### src/rtl/rst_seq.sv
// Reset sequencer: synchronizes PoR release, then releases reset domains one at a time GAP cycles apart.
// Define RST_SEQ_REVERSE_ASSERT_EN to re-assert domains high-to-low on a software reset instead of all at once.
module rst_seq #(
  parameter int NUM_DOM     = 4,
  parameter int GAP         = 16,
  parameter int SYNC_STAGES = 2
) (
  input  logic               clk,
  input  logic               rst,
  input  logic               sw_req,
  output logic               sw_ack,
  output logic [NUM_DOM-1:0] dom_rst_n,
  output logic               ready
);

  localparam int CW = $clog2(GAP + 1);
  localparam int IW = (NUM_DOM > 1) ? $clog2(NUM_DOM) : 1;
  localparam logic [CW-1:0] CNT_RELOAD = CW'(GAP - 1);
  localparam logic [IW-1:0] IDX_LAST   = IW'(NUM_DOM - 1);

  typedef enum logic [1:0] {IDLE, SEQ, RUN, ASSERT} state_t;

  state_t                   state, state_n;
  logic [CW-1:0]            cnt, cnt_n;
  logic [IW-1:0]            idx, idx_n, idx_dec;
  logic [NUM_DOM-1:0]       dom_n;
  logic                     ready_n, ack_n;
  logic                     armed, armed_n;
  logic                     pend, pend_n;
  logic [SYNC_STAGES-1:0]   sync;
  logic                     rst_s;

  // Deassertion-only synchronizer; assertion stays asynchronous through rst.
  always_ff @(posedge clk or posedge rst) begin
    if (rst) sync <= '0;
    else     sync <= {sync[SYNC_STAGES-2:0], 1'b1};
  end
  assign rst_s   = sync[SYNC_STAGES-1];
  assign idx_dec = idx - IW'(1);

  always_ff @(posedge clk or posedge rst) begin
    if (rst) begin
      state     <= IDLE;
      cnt       <= '0;
      idx       <= '0;
      dom_rst_n <= '0;
      ready     <= 1'b0;
      sw_ack    <= 1'b0;
      armed     <= 1'b1;
      pend      <= 1'b0;
    end else begin
      state     <= state_n;
      cnt       <= cnt_n;
      idx       <= idx_n;
      dom_rst_n <= dom_n;
      ready     <= ready_n;
      sw_ack    <= ack_n;
      armed     <= armed_n;
      pend      <= pend_n;
    end
  end

  always_comb begin
    state_n = state;
    cnt_n   = cnt;
    idx_n   = idx;
    dom_n   = dom_rst_n;
    ready_n = ready;
    ack_n   = 1'b0;
    armed_n = armed;
    pend_n  = pend;
    if (!sw_req) armed_n = 1'b1;
    case (state)
      IDLE: begin
        dom_n   = '0;
        ready_n = 1'b0;
        if (rst_s) begin
          state_n = SEQ;
          idx_n   = '0;
          cnt_n   = CNT_RELOAD;
        end
      end
      SEQ: begin
        ready_n = 1'b0;
        if (cnt == '0) begin
          for (int i = 0; i < NUM_DOM; i++)
            if (idx == IW'(i)) dom_n[i] = 1'b1;
          cnt_n = CNT_RELOAD;
          if (idx == IDX_LAST) state_n = RUN;
          else                 idx_n   = idx + IW'(1);
        end else begin
          cnt_n = cnt - CW'(1);
        end
      end
      RUN: begin
        // Acceptance waits for ready so a completing software reset always gets its ack.
        if (ready && sw_req && armed) begin
          armed_n = 1'b0;
          pend_n  = 1'b1;
          ready_n = 1'b0;
          cnt_n   = CNT_RELOAD;
`ifdef RST_SEQ_REVERSE_ASSERT_EN
          if (NUM_DOM == 1) begin
            dom_n   = '0;
            idx_n   = '0;
            state_n = SEQ;
          end else begin
            dom_n[NUM_DOM-1] = 1'b0;
            idx_n            = IDX_LAST;
            state_n          = ASSERT;
          end
`else
          dom_n   = '0;
          idx_n   = '0;
          state_n = SEQ;
`endif
        end else begin
          ready_n = 1'b1;
          if (!ready && pend) begin
            ack_n  = 1'b1;
            pend_n = 1'b0;
          end
        end
      end
      ASSERT: begin
        ready_n = 1'b0;
        if (cnt == '0) begin
          for (int i = 0; i < NUM_DOM; i++)
            if (idx_dec == IW'(i)) dom_n[i] = 1'b0;
          idx_n = idx_dec;
          cnt_n = CNT_RELOAD;
          if (idx_dec == '0) state_n = SEQ;
        end else begin
          cnt_n = cnt - CW'(1);
        end
      end
      default: state_n = IDLE;
    endcase
  end

endmodule

### config.mk
export PLATFORM = sky130hd
export DESIGN_NAME = rst_seq
export DESIGN_NICKNAME = d
export VERILOG_FILES = /design/src/rtl/rst_seq.sv
export SDC_FILE = /design/constraint.sdc
export NUM_CORES = 1
export LEC_CHECK = 0
export CORE_UTILIZATION = 62
export CTS_BUF_LIST = sky130_fd_sc_hd__clkbuf_4
export DETAILED_ROUTE_END_ITERATION = 7
export PLACE_DENSITY = 0.85
export SETUP_SLACK_MARGIN = 0.2
export SYNTH_ARGS = -nofsm -noshare
export SYNTH_HDL_FRONTEND = slang
export SYNTH_SLANG_ARGS = --single-unit
### constraint.sdc
create_clock -name clk -period 2.8 [get_ports clk]
set_input_delay 0.56 -clock clk [delete_from_list [all_inputs] [get_ports clk]]
set_output_delay 0.56 -clock clk [all_outputs]
set_load 0.01 [all_outputs]
==> reports/metrics.yaml <==
synth:
  synth_top_family_by_area: "simple AND/OR/NAND/NOR gates"
  synth-edff-count: 0
  synth-simple-area-share: 0.185
  synth_top_cell_area_share: 0.451
  synth.net_count: 108
  synthTopCellsByCount: "dfrtp_1, ha_1, nand3_1"
  ys_seq_elements: 19
  synthArstFlopShare: 1.00
  synthXorXnorAreaFrac: 0.00877
  synth_compound_area_frac: 0.152
  synth_area_um2: 998
  synth-main-ff-cell: "dfrtp_1"
  synth_warnings: 0
  synth.distinct_cells: 35
  synth_top_area_cell: "dfrtp_1"
  synthTopCellsByArea: "dfrtp_1, ha_1, nand3_1"
  avgSynthCellArea_um2: 10.3
  synth_fa_ha_area_frac: 0.100
  yosysSeqAreaShare: 0.477
  yosys-mux-area-fraction: 0.0301
  post-synth-top-count-cell: "dfrtp_1"
  synthCells: 97
clock_tree:
  clockBufferDepth: 2
  clkLatencyLatePin_ns: 0.31
  clock_sink_count: 19
  cts_tree: "built"
  root_buffer: "clkbuf_4"
  clk_pin_slew_ns: 0.11
  htree_levels: 1
  cts_buffers: 3
  ctsHoldBuffers: 0
  postCtsSetupBuffers: 0
  cts_resized: 0
route:
  routed_wl_um: 1790
  vias: 773
  firstDrtPassIters: 4
  avgViaCountPerCell: 6.34
  drt_iter0_markers: 7
  routedWlPerCell_um: 14.6
  drtAntennaViolNets: 0
  drc: 0
worst_hold_path:
  hold_depth: 0
  hold_class: "register to register"
  holdCritStartpoint: "sync[0]"
  hold_end: "sync[1]"
floorplanning:
  rows: 14
  die_x_um: 42.1
  start_util: 0.663
  core_um2: 1510
  ios: 9
  die_h_um: 42.1
  die_area_um2: 1770
timing:
  setup_ws_ns: 0.763
  post-route-min-period_ns: 2.04
  hold_violations: 0
  max_slew_margin: 0.539
  finalSetupViolCount: 0
  tightest_slew_ns: 0.691
  finalSetupTns_ns: 0
  fin_crit_sh: 0.728
  fin_skew_ns: 0.00121
  slew_viol_final: 0
  rsz0062_at_grt: "false"
  max_freq_mhz: 491
global_routing:
  first_global_vias: 780
  grt_usage: 0.246
  antenna_found_initial: 0
  grt_pass1_wl_um: 3250
  grt_start_max_net_pins: 20
  overflow: 0
power:
  p_leak_nw: 0.484
  seqPwrFrac: 0.452
  p_switching_uw: 409
  p_sw_frac: 0.395
  power-per-cell-area_nw_per_um2: 925
  pwr-share-comb: 0.409
  p_int_uw: 625
  pwr-share-clk: 0.138
  peakVddDrop_v: 0.000476
worst_setup_path:
  r2r_end: "dom_rst_n[1]"
  cp.required_ns: 3.05
  start_kind: "register"
  timing.rr.start: "cnt[0]"
  path_max_fanout: 9
  critPathKind: "register to register"
  crit_path_end_kind: "register"
  rr_worst_depth: 5
  cp.arrival_ns: 2.29
  regToRegSetupSlack_ns: 0.76
layout:
  layout.nets: 118
  diodes: 0
  area_growth_pct: 11.9
  fillers: 112
  drive_gt1_frac: 0.0660
placed_design:
  gp_congestion: 0.761
  dp_hpwl_um: 1330
  io_buffers: 8
  pre_cts_slack_ns: 0.747
flow_run:
  max-cap-violations: 0
status:
  status: "complete, no violations"
==> state kept, by name, indices dropped and copies added (netlist names) <==
register	cells
sync	2
idx	2
ready	1
dom_rst_n	4
state	2
armed	1
sw_ack	1
cnt	5
pend	1
==> area by class of cell <==
cell class,instances,area [µm²],area share
tap,16,20.0,0.0179
inverter,7,26.3,0.0235
timing repair buffer,9,87.6,0.0784
clock inverter,1,5.00,0.00448
sequential,19,477,0.427
clock buffer,3,22.5,0.0202
multi-input combinational,67,479,0.429
==> worst max path at each step <==
stage | startpoint | to
floorplan | cnt[0] | state[1]
global placement | sw_req | cnt[2]
detailed placement | sw_req | cnt[3]
CTS | cnt[0] | state[1]
global route | cnt[0] | state[1]
finish | cnt[0] | dom_rst_n[1]
==> cells in the final DEF (no fill, tap or decap), types with 2 or more instances in the layout <==
cell type,instances
clkbuf_4,3
o31ai_1,2
nand3_1,8
clkdlybuf4s50_1,8
o211ai_1,4
nand2_1,4
nor2b_1,3
or4_1,3
ha_1,8
a31oi_1,4
mux2i_1,3
nor2_1,3
nor3_1,5
inv_1,6
a21oi_1,3
dfrtp_1,18
==> metal layers <==
| metal | track usage | vias to the layer above | wire length, µm |
|---|---|---|---|
| met5 | 0 | - | 0 |
| met4 | 0.163 | 0 | 64 |
| met3 | 0.0517 | 6 | 95 |
| met2 | 0.397 | 22 | 837 |
| met1 | 0.298 | 370 | 789 |
| li1 | - | 375 | - |
==> worst max-delay path: stages (launching register included) <==
cell and delay (ns):
dfrtp_1 0.41, inv_1 0.11, ha_1 0.23, or4b_1 0.63, or4_1 0.52, nand3_1 0.08
==> through the flow <==
step	cells	power, mW	instance area (µm²)	util	hold slack [ns]
finish	122	1.03	1120	0.742	0.366
global route	122	1.12	1120	0.742	0.381
detailed placement	118	0.899	1090	0.723	0.342
CTS	122	1.04	1120	0.742	0.366
floorplan	97	0.757	998	-	0.331
global placement	118	0.861	1090	0.723	0.336
==> power groups by stage <==
stage | logic, mW | clock network [mW] | registers [mW]
after CTS | 0.427 | 0.141 | 0.468
final | 0.423 | 0.143 | 0.467
after floorplan | 0.317 | 0 | 0.440
after detailed placement | 0.426 | 0 | 0.473
after global placement | 0.394 | 0 | 0.466
after global routing | 0.479 | 0.155 | 0.487
==> cell families (layout without fill, tap and decap cells) <==
| kind of cell | count (synthesis) | count (layout) |
|---|---|---|
| AO/OA/AOI/OAI | 21 | 21 |
| XOR/XNOR | 1 | 1 |
| adder cells (fa/ha/maj) | 8 | 8 |
| buffers and inverters | 11 | 20 |
| flip-flops | 19 | 19 |
| multiplexers | 3 | 3 |
| other | 1 | 1 |
| AND/OR/NAND/NOR | 33 | 33 |
Note: power is estimated with default switching activity, not from simulation.
